[config.mk]
export PLATFORM = sky130hd
export DESIGN_NAME = alu_arbiter
export DESIGN_NICKNAME = d
export VERILOG_FILES = /design/src/rtl/alu_arbiter_pkg.sv /design/src/rtl/alu_4_bits.sv /design/src/rtl/alu_arbiter.sv
export VERILOG_INCLUDE_DIRS = /design/src /design/src/rtl
export SDC_FILE = /design/constraint.sdc
export NUM_CORES = 1
export LEC_CHECK = 0
export CORE_MARGIN = 4
export CORE_UTILIZATION = 48
export DETAILED_ROUTE_END_ITERATION = 12
export HOLD_SLACK_MARGIN = 0.06
export PLACE_DENSITY_LB_ADDON = 0.08
export SLEW_MARGIN = 20
export SYNTH_ARGS = -nofsm -noshare
export SYNTH_HDL_FRONTEND = slang
export SYNTH_HIERARCHICAL = 1
export SYNTH_SLANG_ARGS = --single-unit
[constraint.sdc]
create_clock -name clk -period 2.48 [get_ports clk]
set_input_delay 0.496 -clock clk [delete_from_list [all_inputs] [get_ports clk]]
set_output_delay 0.496 -clock clk [all_outputs]
set_load 0.1 [all_outputs]
[src/rtl/alu_defs.vh]
// Shared ALU mode and FSM state encodings for the arbitrated ALU.
`ifndef ALU_DEFS_VH
`define ALU_DEFS_VH

`define ALU_M_ADD   2'b00
`define ALU_M_SUB   2'b01
`define ALU_M_AND   2'b10
`define ALU_M_XOR   2'b11

`define ALU_ST_IDLE 2'b00
`define ALU_ST_EXEC 2'b01
`define ALU_ST_RESP 2'b10

`endif

[src/rtl/alu_arbiter_pkg.sv]
// Types and constants shared by alu_arbiter and its alu_4_bits datapath.
package alu_arbiter_pkg;
`include "alu_defs.vh"

  localparam int ALU_W = 4;

  localparam logic [1:0] M_ADD = `ALU_M_ADD;
  localparam logic [1:0] M_SUB = `ALU_M_SUB;
  localparam logic [1:0] M_AND = `ALU_M_AND;
  localparam logic [1:0] M_XOR = `ALU_M_XOR;

  typedef enum logic [1:0] {
    IDLE = `ALU_ST_IDLE,
    EXEC = `ALU_ST_EXEC,
    RESP = `ALU_ST_RESP
  } state_t;

  typedef struct packed {
    logic [ALU_W-1:0] a;
    logic [ALU_W-1:0] b;
    logic             cin;
    logic [1:0]       m;
  } alu_op_t;

  function automatic alu_op_t pick_op(input logic sel, input alu_op_t op0, input alu_op_t op1);
    return sel ? op1 : op0;
  endfunction

endpackage

[src/rtl/alu_4_bits.sv]
// 4-bit ALU: ADD (a+b+cin), SUB (a+~b+cin, cout = no-borrow), AND, XOR.
module alu_4_bits
  import alu_arbiter_pkg::*;
(
  input  logic [ALU_W-1:0] i_a,
  input  logic [ALU_W-1:0] i_b,
  input  logic             i_cin,
  input  logic [1:0]       i_m,
  output logic [ALU_W-1:0] o_f,
  output logic             o_cout
);

  logic [ALU_W:0] w_sum;
  logic [ALU_W:0] w_diff;

  assign w_sum  = {1'b0, i_a} + {1'b0, i_b}  + {{ALU_W{1'b0}}, i_cin};
  assign w_diff = {1'b0, i_a} + {1'b0, ~i_b} + {{ALU_W{1'b0}}, i_cin};

  always_comb begin
    o_f    = w_sum[ALU_W-1:0];
    o_cout = w_sum[ALU_W];
    case (i_m)
      M_ADD: begin
        o_f    = w_sum[ALU_W-1:0];
        o_cout = w_sum[ALU_W];
      end
      M_SUB: begin
        o_f    = w_diff[ALU_W-1:0];
        o_cout = w_diff[ALU_W];
      end
      M_AND: begin
        o_f    = i_a & i_b;
        o_cout = 1'b0;
      end
      M_XOR: begin
        o_f    = i_a ^ i_b;
        o_cout = 1'b0;
      end
      default: begin
        o_f    = '0;
        o_cout = 1'b0;
      end
    endcase
  end

endmodule

[src/rtl/alu_arbiter.sv]
// Two requesters share one alu_4_bits through an IDLE/EXEC/RESP handshake FSM.
// Define ALU_ARB_RR_EN for round-robin arbitration; default is fixed priority to requester 0.
module alu_arbiter
  import alu_arbiter_pkg::*;
#(
  parameter int OP_COUNT_W = 8
) (
  input  logic                  clk,
  input  logic                  rst,
  input  logic [1:0]            req_valid,
  output logic [1:0]            req_ready,
  input  logic [ALU_W-1:0]      req0_a,
  input  logic [ALU_W-1:0]      req0_b,
  input  logic                  req0_cin,
  input  logic [1:0]            req0_m,
  input  logic [ALU_W-1:0]      req1_a,
  input  logic [ALU_W-1:0]      req1_b,
  input  logic                  req1_cin,
  input  logic [1:0]            req1_m,
  output logic                  rsp_valid,
  input  logic                  rsp_ready,
  output logic                  rsp_id,
  output logic [ALU_W-1:0]      rsp_f,
  output logic                  rsp_cout,
  output logic                  busy,
  output logic [OP_COUNT_W-1:0] op_count
);

  state_t                r_state;
  state_t                w_state_nxt;
  alu_op_t               r_op;
  logic                  r_id;
  logic [ALU_W-1:0]      r_f;
  logic                  r_cout;
  logic [OP_COUNT_W-1:0] r_cnt;

  alu_op_t               w_op0;
  alu_op_t               w_op1;
  logic                  w_any;
  logic                  w_gnt_id;
  logic                  w_accept;
  logic                  w_done;
  logic [ALU_W-1:0]      w_alu_f;
  logic                  w_alu_cout;

  assign w_op0 = {req0_a, req0_b, req0_cin, req0_m};
  assign w_op1 = {req1_a, req1_b, req1_cin, req1_m};
  assign w_any = |req_valid;

`ifdef ALU_ARB_RR_EN
  // r_last holds the id of the most recent grant; reset to 1 so requester 0 wins first.
  logic r_last;

  assign w_gnt_id = (&req_valid) ? ~r_last : ~req_valid[0];

  always_ff @(posedge clk) begin
    if (rst) begin
      r_last <= 1'b1;
    end else if (w_accept) begin
      r_last <= w_gnt_id;
    end
  end
`else
  assign w_gnt_id = ~req_valid[0];
`endif

  always_comb begin
    w_state_nxt = r_state;
    req_ready   = 2'b00;
    w_accept    = 1'b0;
    w_done      = 1'b0;
    case (r_state)
      IDLE: begin
        if (w_any && !rst) begin
          w_accept    = 1'b1;
          req_ready   = w_gnt_id ? 2'b10 : 2'b01;
          w_state_nxt = EXEC;
        end
      end
      EXEC: w_state_nxt = RESP;
      RESP: begin
        if (rsp_ready) begin
          w_done      = 1'b1;
          w_state_nxt = IDLE;
        end
      end
      default: w_state_nxt = IDLE;
    endcase
  end

  always_ff @(posedge clk) begin
    if (rst) begin
      r_state <= IDLE;
      r_op    <= '0;
      r_id    <= 1'b0;
      r_f     <= '0;
      r_cout  <= 1'b0;
      r_cnt   <= '0;
    end else begin
      r_state <= w_state_nxt;
      if (w_accept) begin
        r_op <= pick_op(w_gnt_id, w_op0, w_op1);
        r_id <= w_gnt_id;
      end
      if (r_state == EXEC) begin
        r_f    <= w_alu_f;
        r_cout <= w_alu_cout;
      end
      if (w_done) begin
        r_cnt <= r_cnt + OP_COUNT_W'(1);
      end
    end
  end

  // The shared ALU only ever sees the latched operands, never the live request buses.
  alu_4_bits u_alu (
    .i_a    (r_op.a),
    .i_b    (r_op.b),
    .i_cin  (r_op.cin),
    .i_m    (r_op.m),
    .o_f    (w_alu_f),
    .o_cout (w_alu_cout)
  );

  assign rsp_valid = (r_state == RESP);
  assign busy      = (r_state != IDLE);
  assign rsp_id    = r_id;
  assign rsp_f     = r_f;
  assign rsp_cout  = r_cout;
  assign op_count  = r_cnt;

endmodule

; ---- After elaboration in Yosys (flattened, before gate mapping)
; Cells that the tools add are included.
[totals]
reg_bits = 27
latch_bits = 0
mem_bits_rw = 0
mem_bits_ro = 0
in_bits = 27
out_inout_bits = 18
word_cells = 46
mem_count = 0
[classes]
add_sub_neg = 5
n_mul = 0
n_div = 0
n_lt_le_gt_ge = 0
eq_ne = 7
n_shift = 0
n_mux = 13
bitwise = 4
n_reduce_logical = 8
[ops]
columns = op, n
row1 = 4-bit case mux with 4 select lines, 1
row2 = 11-bit 2-to-1 mux, 1
row3 = 4-bit by 4-bit adder with 5-bit output, 2
row4 = 5-bit by 1-bit adder with 5-bit output, 2
row5 = 2-bit 2-to-1 mux, 5
row6 = 8-bit by 1-bit adder with 8-bit output (second input constant), 1
row7 = 2-bit == test (second input constant), 3
row8 = 2-bit case mux with 3 select lines, 1
row9 = 4-bit bitwise AND, 1
row10 = 2-bit by 1-bit == test with 1-bit output (second input constant), 2
row11 = 2-bit logical NOT, 2
row12 = 1-bit 2-to-1 mux, 4
row13 = 4-bit inverter, 1
row14 = 2-bit OR reduction, 2
row15 = 4-bit bitwise XOR, 1
row16 = 1-bit case mux with 3 select lines, 1
row17 = 2-bit by 1-bit inequality test with 1-bit output (second input constant), 1
row18 = 2-bit inequality test (second input constant), 1
row19 = 2-bit AND reduction, 1
row20 = 2-bit nonzero test, 1
row21 = 1-bit logical AND, 1
row22 = 1-bit logical NOT, 1
row23 = 1-bit inverter, 1

; ---- Depth between registers and ports, before layout
; Gate-level depths: netlist of run 1.
[logic_depth]
depth_word = 4
mapped_depth = 10
ltp_nobuf = 10

; ---- Cells and area by module
; Netlist of run 1, hierarchy kept.
[modules_own_cells]
columns = module, n_inst, cells_per_inst, area_each_um2, seq_area_each_um2
row1 = alu_arbiter, 1, 127, 1193.6, 540.5
row2 = alu_4_bits, 1, 57, 478.0, 0.0

; ---- Least setup slack after synthesis of run 1
; Ideal clock, no wire load.
[synth_timing]
path_kind = input-to-output
startpoint = input req_valid[0]
endpoint = output req_ready[1]
arrival_time_ps = 3120
t_required_ps = 1984
setup_slack_ps = -1136
stages = 5
path_buffers = 2
path_cell_list = buf_6 or2_4 clkbuf_1 nand2_1 nor3_1
[synth_between]
elab_chain_cells = 4
word_cells_on_any_way = 5
classes_between = mux (3) / reduce/logical (2)
[synth_lines]
columns = item, line
row1 = from (decl), alu_arbiter.sv:10  ; input logic [1:0] req_valid,
row2 = 2-bit OR reduction, alu_arbiter.sv:48  ; assign w_any = |req_valid;
row3 = 1-bit logical AND, alu_arbiter.sv:74  ; if (w_any && !rst) begin
row4 = 2-bit 2-to-1 mux *, alu_arbiter.sv:74
row5 = 2-bit 2-to-1 mux *, alu_arbiter.sv:72  ; case (r_state)
row6 = to (decl), alu_arbiter.sv:11  ; output logic [1:0] req_ready,
; Mark *: on every way between the ends. The rest lies on a longest branch, timed or not.

; ---- Final worst setup path of run 1
[layout_timing]
startpoint = register r_op[7] (netlist bit)
endpoint = register r_f[1] (netlist: rsp_f[1])
[layout_between]
elab_chain_cells = 3
word_cells_on_any_way = 5
classes_between = add/sub (4) / mux (1)
[layout_lines]
columns = item, line
row1 = from (decl), alu_arbiter.sv:31  ; alu_op_t r_op;
row2 = from (signal assigned), alu_arbiter.sv:102  ; r_op <= pick_op(w_gnt_id, w_op0, w_op1);
row3 = 4-bit by 4-bit adder with 5-bit output (on tied branches), "alu_4_bits.sv:17, alu_4_bits.sv:16"
row4 = 5-bit by 1-bit adder with 5-bit output (on tied branches), "alu_4_bits.sv:17, alu_4_bits.sv:16"
row5 = 4-bit case mux with 4 select lines *, alu_4_bits.sv:22  ; case (i_m)
row6 = net w_alu_f[1], alu_arbiter.sv:43  ; logic [ALU_W-1:0] w_alu_f;
row7 = to (signal assigned), alu_arbiter.sv:106  ; r_f <= w_alu_f;
row8 = to (decl), alu_arbiter.sv:33  ; logic [ALU_W-1:0] r_f;
; Mark *: on every way through the listed nets, which the timed path passes. The rest lies on a longest branch.
; A chain may end at the register's enable or synchronous reset.

==> results of run 1 <==
## through the flow
stage	utilization	cells
final	0.645	270
after detailed placement	0.637	266
after global routing	0.645	270
after floorplan	-	184
after global placement	0.637	266
after CTS	0.645	270
## worst register-to-register path: stages (launching register included)
cell	delay [ps]
dfxtp_1	420
inv_1	130
fa_1	460
inv_1	90
fa_1	410
mux4_1	500
mux2i_1	140
nor2_1	50
## flip-flops by register name, summed over array words and instances, names as in the netlist
signal	flops
rsp_cout	1
op_count	8
rsp_id	1
r_op	11
r_state	2
rsp_f	4
## layout make-up
class | instances | area (um^2)
timing repair buffer | 48 | 463
multi-input combinational | 131 | 1010
tap | 46 | 57.6
fill | 302 | 1180
sequential | 27 | 541
inverter | 14 | 55.1
clock buffer | 4 | 26.3
## kinds of logic (layout without fill, tap and decap cells)
group                    Yosys count  in the layout  share of synthesized area
AO/OA/AOI/OAI                     51             51                      0.200
XOR/XNOR                           4              4                     0.0210
adder cells (fa/ha/maj)           13             13                      0.115
buffers and inverters             26             66                     0.0801
flip-flops                        27             27                      0.323
multiplexers                      18             18                      0.118
AND/OR/NAND/NOR                   45             45                      0.142
## path summary, 6_finish.rpt
path / from / end / slack, ps / cells past startpoint
setup reg to reg: r_op[7] / rsp_f[1] / 210 / 7
hold / removal: op_count[1] / op_count[1] / 510 / 2
hold reg to reg: op_count[1] / op_count[1] / 510 / 2
setup / recovery: r_op[7] / rsp_f[1] / 210 / 7
## power by group
| part | total (mW) | switching [mW] | internal (mW) |
|---|---|---|---|
| clock network | 0.185 | 0.122 | 0.0628 |
| logic | 0.520 | 0.306 | 0.213 |
| registers | 0.511 | 0.0411 | 0.470 |
## routing by layer
metal	part of all wire	GRT usage
met5	0	0
met4	0.0089	0.0532
met3	0.042	0.0236
met2	0.50	0.291
met1	0.45	0.209
## cells in the final DEF (no fill, tap or decap), types with 3 or more instances in the layout
| cell type | instances |
|---|---|
| nand3_1 | 4 |
| nand2b_1 | 4 |
| inv_1 | 13 |
| nor2_1 | 14 |
| a211oi_1 | 12 |
| nand2_1 | 6 |
| dfxtp_1 | 27 |
| fa_1 | 4 |
| buf_12 | 3 |
| a21oi_1 | 21 |
| o21ai_0 | 3 |
| clkbuf_4 | 3 |
| clkdlybuf4s50_1 | 26 |
| buf_4 | 19 |
| ha_1 | 9 |
| mux2i_1 | 16 |
==> summary.md, run 1 <==
| Metric | Value |
|---|---|
| Run status | completed |
| CP delay by family, top | adder cells |
| Final setup TNS | 0 ps |
| Total setup buffers inserted after CTS | 0 |
| Cts hold-fix bufs | 0 |
| Primary FF master, synth | dfxtp_1 |
| CTS tree | built |
| Synth top area share | 0.323 |
| Clock Tree Buf Depth | 2 |
| Ys async rst share | 0 |
| Share of cells above drive strength 1 | 0.156 |
| Hold slack | 506 ps |
| Gpl congestion | about 0.80 |
| Via density | between 5 and 6 |
| H-tree levels | 1 |
| Yosys reg bits | 27 |
| Clock Latency Late Sink | around 320 ps |
| Clk sinks | 27 |
| Mapped Cells | 184 |
| Area Overhead vs Synth | 28.8% |
| DR vias | approximately 1400 |
| DRC violations left | 0 |
| Avg Inst Size Synth | 9.08 um^2 |
| Setup Slack @ Placement | ~230 ps |
| 1st-pass router iterations | 5 |
| CP max FO | 4 |
| Yosys cell types | 45 |
| Ratio of final minimum period to clock period | 0.914 |
| First-pass GRT wire length | slightly below 6000 um |
| Placed Instance Area | 2130 um^2 |
| Chip Height | approximately 67 um |
| Post-synth design cell area | between 1500 and 2000 um^2 |
| Port Buffers | 44 |
| Worst Hold Class | flip-flop to flip-flop |
| CP Launch Type | flip-flop |
| Die ar. | 4490 um^2 |
| Power, Total | approximately 1.2 mW |
| Largest net degree at the start of global routing | 16 |
| CP Data Required Time | between 2000 and 3000 ps |
| Measured slew at the worst slew-check pin | ~380 ps |
| Clock root buffer | clkbuf_4 |
| Synth area leader | dfxtp_1 |
| CP Class | flip-flop to flip-flop |
| Setup WS post-layout | approximately 210 ps |
| Vias in the first global route | between 1000 and 1500 |
| Top post-synthesis cells by count | 27 x dfxtp_1, 21 x a21oi_1, 16 x mux2i_1 |
| Rel. slew slack | 0.744 |
| WP data arrival | about 2500 ps |
| Post-synth EDFFs | 0 |
| Initial Util | 0.501 |
| GRT Resource Usage Total | 0.167 |
| TritonCTS buffer count | 3 |
| Clock skew | ~12 ps |
| Crit path buf inv count | 2 |
| Max incr delay on CP | about 500 ps |
| Post-detail-place hpwl | around 2900 um |
| Endpoint type of the worst setup path | flip-flop |
| Largest cells by area after synthesis | dfxtp_1 32%, mux2i_1 9.6%, ha_1 6.7% |
| Die W | between 60 and 70 um |
| Cts repair resizes | 0 |
| Slew Viols, Final | 0 |
| Ys Warns | 6 |
| N_diodes | 0 |
| Hold Vio Cnt, Final | 0 |
| Fmax | ~440 MHz |
| Core area | between 3000 and 4000 um^2 |
| Initial antenna violation count | 0 |
| DR WL/cell | 12.9 um |
| FP Rows | 21 |
| PwrDens | 565 nW/um^2 |
| IO Count | 45 |
| Leak | 0.939 nW |
| Routed WL | 3480 um |
| Maxcap violations | 0 |
| Top-count cell post-synth | dfxtp_1 |
| Final ANT Viol Nets | 0 |
| Clock transition at the registers of the reported paths | approximately 150 ps |
| Post-Syn Nets | between 200 and 250 |
| # setup viols final | 0 |
| Total global routing overflow | 0 |
| Slowest cell on crit path | mux4_1 |
| Detailed Route Iter0 Violations | between 70 and 80 |
| Crit path cell chain | inv_1 -> fa_1 -> inv_1 -> fa_1 -> mux4_1 -> mux2i_1 -> nor2_1 |
| RSZ-0062 raised after global routing | false |
| Fin crit period | 2270 ps |
| # nets final | about 270 |
| Sequential area share after synthesis | 0.323 |
| Post-Layout Inst Area | about 2200 um^2 |
| Max VDD drop | between 0.2 and 0.25 mV |
Power figures use the tool's default switching activity.
==> run 2, diff against run 1 <==
Clock period 2.48 ns to 2.6 ns, I/O delays scaled along.
==> run 2 against run 1 <==
Final cell count decreased by 0.37%. Clock power about the same. Via count about the same. Total power decreased by 4.4%. Hold slack got worse by 1.6 ps. Global-route usage increased by 0.12 points. Combinational power decreased by 6.3%. First-iteration DRC count decreased by 21%. Critical path depth decreased by 2. Setup slack improved by 35 ps. Non-clock buffer count decreased by 1. Largest power group is now registers.
==> summary.md, run 2 (same netlist as run 1, synthesis figures left out) <==
| Metric | Value |
|---|---|
| Run status | completed |
| IO Count | 45 |
| Chip Height | about 67 um |
| H-tree levels | 1 |
| Most frequent cells in the layout | 27 x dfxtp_1, 26 x clkdlybuf4s50_1, 21 x a21oi_1 |
| FF-to-FF End | rsp_f[1] |
| # nets final | around 260 |
| Worst Hold Class | flip-flop to flip-flop |
| WP data arrival | 1830 ps |
| # setup viols final | 0 |
| HP Start | op_count[1] |
| Endpoint type of the worst setup path | output pin |
| Clock transition at the registers of the reported paths | around 150 ps |
| CTS tree | built |
| Slowest cell on crit path | clkdlybuf4s50_1 |
| Max VDD drop | 0.254 mV |
| CP Launch Type | input pin |
| CP Data Required Time | 2080 ps |
| Filler Cell Count | about 290 |
| Setup WS post-layout | roughly 250 ps |
| Gpl congestion | just under 0.8 |
| Port Buffers | 44 |
| Post-layout util | 0.640 |
| FP Rows | 21 |
| Slew Viols, Final | 0 |
| Crit path cell chain | clkdlybuf4s50_1 -> or2_4 -> nand2_1 -> nor3_4 -> buf_12 |
| Fin crit period | about 2400 ps |
| DR WL/cell | approximately 13 um |
| Largest register FFs | 11 |
| Fmax | about 430 MHz |
| Hold Vio Cnt, Final | 0 |
| Final setup TNS | 0 ps |
| Commonest non-fill, non-tap cell in the layout | dfxtp_1 |
| Die W | 67.0 um |
| Clock Latency Late Sink | 320 ps |
| Initial Util | 0.501 |
| RSZ-0062 raised after global routing | false |
| Maxcap violations | 0 |
| Die ar. | about 4500 um^2 |
| Max incr delay on CP | 570 ps |
| Total setup buffers inserted after CTS | 0 |
| Leak | 0.929 nW |
| CP Launch Point | req_valid[0] |
| Cts hold-fix bufs | 0 |
| GRT Resource Usage Total | 0.168 |
| Min-Delay Path Depth | 2 |
| Measured slew at the worst slew-check pin | approximately 380 ps |
| 1st-pass router iterations | 4 |
| Total global routing overflow | 0 |
| Largest net degree at the start of global routing | 29 |
| Final ANT Viol Nets | 0 |
| Core area | 3340 um^2 |
| Ratio of final minimum period to clock period | 0.905 |
| RR Startpoint | r_op[7] |
| Rel. slew slack | 0.749 |
| Min-Delay Endpoint | op_count[1] |
| Routed WL | 3440 um |
| Clock Tree Buf Depth | 2 |
| Via density | 5.30 |
| R2R cell count | 7 |
| Post-detail-place hpwl | between 2000 and 3000 um |
| CP Class | input pin to output pin |
| N_diodes | 0 |
| PwrDens | 544 nW/um^2 |
| Vias in the first global route | roughly 1400 |
| Clock root buffer | clkbuf_4 |
| Cts repair resizes | 0 |
| Clk sinks | 27 |
| Area of the multi-input gates | 1010 um^2 |
| Share of cells above drive strength 1 | 0.157 |
| Area Overhead vs Synth | 27.8% |
| Initial antenna violation count | 0 |
| Largest Register | r_op |
| CP max FO | 13 |
| DRC violations left | 0 |
| First-pass GRT wire length | 5980 um |
| TritonCTS buffer count | 3 |
| Setup Slack @ Placement | 244 ps |
| DR vias | about 1400 |
| R2r setup slk | about 370 ps |
| Detailed Route Iter0 Violations | 56 |
| Reg area | between 500 and 600 um^2 |
| Power, Total | around 1.2 mW |
| Clock skew | ~0.84 ps |
==> run 2: cell types whose count changed in the layout (fill, tap and decap cells not counted) <==
| cell | delta |
|---|---|
| clkinvlp_4 | +1 |
| clkbuf_1 | -1 |
| buf_12 | -1 |
==> run 2: stage by stage <==
stage          instance area [um^2]  hold slack, ps  std cells
2_1_floorplan                  1690             491        184
3_3_place_gp                   2110             475        265
3_5_place_dp                   2110             487        265
4_1_cts                        2140             507        269
5_1_grt                        2140             546        269
6_report                       2140             504        269
==> run 2: worst max-delay path by stage <==
stage,endpoint,slack (ps)
3_3_place_gp,req_ready[1],260
5_1_grt,req_ready[1],180
3_5_place_dp,req_ready[1],240
2_1_floorplan,req_ready[1],180
6_report,req_ready[1],250
4_1_cts,req_ready[1],240
==> run 2: where the power goes <==
group / internal, mW / switching [mW] / total (mW)
Combinational: 0.197 / 0.290 / 0.487
Sequential: 0.449 / 0.0391 / 0.488
Clock: 0.0587 / 0.129 / 0.187
==> run 2: area by class of cell <==
class / instances / area share
Inverter: 14 / 0.0258
Clock buffer: 3 / 0.0105
Clock inverter: 1 / 0.00351
Tap cell: 46 / 0.0269
Sequential cell: 27 / 0.253
Timing Repair Buffer: 47 / 0.207
Multi-Input combinational cell: 131 / 0.473
==> run 2: worst max-delay path, delay by kind of cell <==
kind                   cells  cell delay [ps]
buffers and inverters      2              770
AND/OR/NAND/NOR            3              530
==> run 2: per-layer routing <==
metal | wire length, um | share of wire | global-route usage | vias to the layer above
met1 | 1560 | 0.45 | 0.207 | 666
met5 | 0 | 0 | 0 | -
met2 | 1720 | 0.50 | 0.303 | 32
met4 | 19 | 0.0055 | 0.0380 | 0
li1 | - | - | - | 727
met3 | 147 | 0.043 | 0.0270 | 2
==> run 3, diff against run 2 <==
Settings changed: CELL_PAD_IN_SITES_DETAIL_PLACEMENT from default to 1, CELL_PAD_IN_SITES_GLOBAL_PLACEMENT from default to 2, CORE_UTILIZATION 48 to 28.
==> run 3 against run 2 <==
Sequential power hardly changed. Setup slack better by 100 ps. Clock skew is 0.84 ps higher. First-iteration DRC count is 32% lower. Largest power group is now combinational cells. Flip-flop and latch count stayed put. Global-route usage is 3.6 points lower.
==> summary.md, run 3 (same netlist as run 1, synthesis figures left out) <==
| Metric | Value |
|---|---|
| GRT Resource Usage Total | 0.132 |
| PwrDens | about 570 nW/um^2 |
| Placed Instance Area | 2150 um^2 |
| Total setup buffers inserted after CTS | 0 |
| Share of cells above drive strength 1 | 0.161 |
| RSZ-0062 raised after global routing | false |
| Cts repair resizes | 0 |
| Filler Cell Count | 650 |
| Largest Register | r_op |
| Area Overhead vs Synth | 31.2% |
| Rel. slew slack | 0.722 |
| Post-detail-place hpwl | around 3600 um |
| Commonest non-fill, non-tap cell in the layout | dfxtp_1 |
| DP Cell Count | a little under 300 |
| FF-to-FF End | rsp_f[1] |
| CTS tree | built |
| DRC violations left | 0 |
| Vias in the first global route | between 1500 and 2000 |
| CP Launch Type | input pin |
| # nets final | between 200 and 300 |
| Core area | around 5600 um^2 |
| Reg area | around 540 um^2 |
| Measured slew at the worst slew-check pin | between 400 and 500 ps |
| Crit path cell chain | clkdlybuf4s50_1 -> or2_4 -> nand2_1 -> nor3_4 -> buf_12 |
| # setup viols final | 0 |
| N_diodes | 0 |
| Initial Util | 0.296 |
| Worst Hold Class | flip-flop to flip-flop |
| Clock root buffer | clkbuf_8 |
| DR vias | 1470 |
| Clock transition at the registers of the reported paths | 100 ps |
| Area of the multi-input gates | 1010 um^2 |
| Die W | between 80 and 90 um |
| Fin crit period | between 2000 and 2500 ps |
| Final Non-Filler Cells | 296 |
| Gpl congestion | about 0.75 |
| First-pass GRT wire length | ~7900 um |
| Port Buffers | 44 |
| Endpoint type of the worst setup path | output pin |
| Ratio of final minimum period to clock period | 0.866 |
| IO Count | 45 |
| Maxcap violations | 0 |
| Slowest cell on crit path | clkdlybuf4s50_1 |
| Run status | completed |
| 1st-pass router iterations | 4 |
| Leak | approximately 0.95 nW |
| Largest register FFs | 11 |
| Min-Delay Endpoint | op_count[5] |
| Clk sinks | 27 |
| Die ar. | approximately 7300 um^2 |
| CP Class | input pin to output pin |
| FP Rows | 27 |
| Clock Tree Buf Depth | 2 |
| HP Start | op_count[5] |
| Cts hold-fix bufs | 0 |
| Hold Vio Cnt, Final | 0 |
| Routed WL | about 4500 um |
| Min-Delay Path Depth | 2 |
| Clock Latency Late Sink | about 280 ps |
| Largest net degree at the start of global routing | 16 |
| CP Data Required Time | roughly 2100 ps |
| Via density | slightly below 5 |
| Most frequent cells in the layout | 27 x dfxtp_1, 26 x clkdlybuf4s50_1, 21 x a21oi_1 |
| Detailed Route Iter0 Violations | 38 |
| Final ANT Viol Nets | 0 |
| Post-Layout Inst Area | 2190 um^2 |
| R2r setup slk | 350 ps |
| CP max FO | 13 |
| Chip Height | between 80 and 90 um |
| Initial antenna violation count | 0 |
| Max VDD drop | between 0.15 and 0.2 mV |
| Total global routing overflow | 0 |
| H-tree levels | 1 |
| WP data arrival | approximately 1700 ps |
| Clock skew | roughly 1.7 ps |
| R2R cell count | 7 |
| Final setup TNS | 0 ps |
| Slew Viols, Final | 0 |
| Fmax | between 400 and 500 MHz |
| TritonCTS buffer count | 3 |
| DR WL/cell | approximately 15 um |
| Max incr delay on CP | around 480 ps |
| RR Startpoint | r_op[3] |
## run 3: cell types whose count changed in the layout (fill, tap and decap cells not counted)
cell,before,now
buf_4,19,20
clkbuf_4,3,0
clkinvlp_4,1,0
clkbuf_8,0,3
clkinv_2,0,1
## run 3: power breakdown
| part | internal, mW | switching, mW |
|---|---|---|
| clock | 0.108 | 0.142 |
| sequential | 0.448 | 0.0425 |
| combinational | 0.200 | 0.299 |
| total | 0.756 | 0.484 |
## run 3: worst max-delay path by stage
stage                       from      endpoint  slack (ps)  depth (start not counted)
floorplan           req_valid[0]  req_ready[1]         180                          5
global placement    req_valid[0]  req_ready[1]         350                          5
detailed placement  req_valid[0]  req_ready[1]         330                          5
CTS                      r_op[7]      rsp_f[1]         320                          7
global route             r_op[7]      rsp_f[1]         230                          7
finish              req_valid[0]  req_ready[1]         350                          5
## run 3: critical path, delay by kind of cell
kind	cells	cell delay, ps
buf+inv	2	680
simple gates	3	520
## run 3: stage by stage
stage / setup slack, ps / hold slack [ps] / util / total power [mW]
2_1_floorplan: 176 / 491 / - / 0.872
5_1_grt: 230 / 545 / 0.389 / 1.33
3_3_place_gp: 353 / 478 / 0.381 / 0.989
3_5_place_dp: 330 / 495 / 0.381 / 1.01
6_report: 349 / 504 / 0.389 / 1.24
4_1_cts: 323 / 510 / 0.389 / 1.26
## run 3: cell type report
cell class                      instances  share of cell area
Clock inverter                          1             0.00228
Tap cell                               72              0.0411
Multi-Input combinational cell        131               0.461
Sequential cell                        27               0.246
Clock buffer                            3              0.0188
Inverter                               14              0.0251
Timing Repair Buffer                   48               0.205
## run 3: routing by layer
metal | wire length [um] | GRT usage | vias up
met5 | 0 | 0 | -
met3 | 222 | 0.0330 | 8
met4 | 96 | 0.0432 | 0
met1 | 2090 | 0.170 | 696
li1 | - | - | 730
met2 | 2070 | 0.215 | 36
==> RTL edit: new RTL, settings of run 2 <==
`OP_COUNT_W`: 8 -> 6.
--- a/src/rtl/alu_arbiter.sv
+++ b/src/rtl/alu_arbiter.sv
@@ -5,3 +5,3 @@
 #(
-  parameter int OP_COUNT_W = 8
+  parameter int OP_COUNT_W = 6
 ) (
Interface: changed (resized op_count); port bits go from 45 to 43. The function was not compared with the original's and may differ.
==> RTL edit against run 2 <==
- synthesized area is 2.5% lower
- design area is 2.4% lower
- combinational power is 3% higher
- worst setup slack better by 120 ps
- largest power group is now combinational cells
- wire length is 0.96% higher
- synthesized cell count is 6.5% lower
- sequential cell count is 2 lower
- power is 1.9% lower
- global-route usage hardly changed
==> RTL edit: results (changes against run 2) <==
[grt]
track_usage_pct=16.83  ; +0.018 points
grt_pass1_vias=1358  ; -3.4%
grt_start_max_net_pins=16  ; -45%
grt_pass1_wl_mm=5.871  ; -1.9%

[placed_design]
placed_cell_area_um2=2056  ; -2.4%
gp_congestion=0.7925  ; +0.62%
dp_hpwl_mm=2.800  ; +0.86%
port_buffers=42  ; -4.5%

[sta]
holdWs_ps=519.9  ; +15.39 ps
slew_headroom_pct=73.04  ; -1.8 points
skew_ps=7.623  ; +6.785 ps

[critical_path]
worstSetupStartpoint=req_valid[1]
cp_data_arrival_time_ps=1710  ; -120 ps
r2r_slack_ps=400  ; +30 ps
critPathMaxStageDelay_ps=490  ; -80 ps
critPathSlowestCell=clkdlybuf4s50_1

[pwr]
p_int_uw=681.5  ; -3.3%
peakVddDrop_v=0.0002761  ; +8.8%
leakage_uw=0.0009130  ; -1.8%

[routing]
routed-via-count=1349  ; -5.5%
wirelength_mm=3.476  ; +0.96%
wl_per_cell_um=13.69  ; +6.9%
drt_iter0_markers=59  ; +5.4%

[yosys]
yosys-top-cells-area=dfxtp_1, mux2i_1, a211oi_2
synth_cell_type_count=43  ; -4.4%
ys_seq_area_share_pct=30.72  ; -1.6 points
synth_area_per_cell_um2=9.471  ; +4.3%
syn_nets=212  ; -5.4%
synthTopCellsByCount=dfxtp_1, a21oi_1, mux2i_1, nor2_1

[hold_path]
min_from=rsp_cout

[run_status]
outcome=complete, no violations

[clock_tree]
cts_made_buffers=3  ; unchanged
clk_latency_ps=320  ; about the same
clk_pin_slew_ps=140

[layout]
n_antenna_cell=0  ; unchanged
drive_above_1_share_pct=20.95  ; +5.3 points
largest_reg_flops=11  ; unchanged
nets=251  ; -4.9%

## RTL edit: cell count changes after synthesis, sizes merged, moves of 2 or more
cell / run 2 / this run
inv: 14 / 11
nand3: 4 / 2
buf: 8 / 10
clkbuf: 4 / 2
dfxtp: 27 / 25
a21oi: 23 / 21
o31ai: 2 / 0
## RTL edit: area by class of cell
class                      count  area [um^2]
fill                         281         1067
inverter                      11        43.79
multi-input combinational    124         1021
clock inverter                 1        7.507
sequential                    25        500.5
clock buffer                   3        22.52
tap                           44        55.05
timing repair buffer          46        435.4
## RTL edit: power groups by stage
stage	sequential [uW]	combinational [uW]	clock (uW)
2_1_floorplan	529	327	0
3_3_place_gp	467	488	0
3_5_place_dp	470	500	0
4_1_cts	461	503	183
5_1_grt	467	542	204
6_report	460	501	179
## RTL edit: path summary, 6_finish.rpt
kind              depth (start not counted)            to
hold reg to reg                           2      rsp_cout
setup / recovery                          5  req_ready[1]
setup reg to reg                          7      rsp_f[1]
hold / removal                            2      rsp_cout
## RTL edit: metrics by stage
step / worst slack, ps / total power, uW
detailed placement: 374.0 / 970.4
global route: 255.6 / 1213
finish: 365.3 / 1140
CTS: 369.1 / 1147
global placement: 405.4 / 954.8
floorplan: 175.9 / 856.9
## RTL edit: kinds of logic after synthesis
| logic type | count (synthesis) | synth area share, % |
|---|---|---|
| AOI/OAI and AO/OA | 47 | 21.89 |
| and+or+nand+nor | 42 | 13.90 |
| DFF | 25 | 30.72 |
| buffers and inverters | 23 | 7.450 |
| muxes | 18 | 12.06 |
| adders and majority gates | 13 | 11.83 |
| xor gates and xnor gates | 4 | 2.151 |
## RTL edit: critical path: cells and delay by family
kind          cells  cell delay (ps)
simple gates      3              500
buf+inv           2              690
## RTL edit: layer usage
layer  global-route usage [%]  wire, um  vias up
li1                         -         -      678
met1                    19.86      1501      627
met2                    29.62      1738       40
met3                    4.762       191        4
met4                    4.315        44        0
met5                        0         0        -
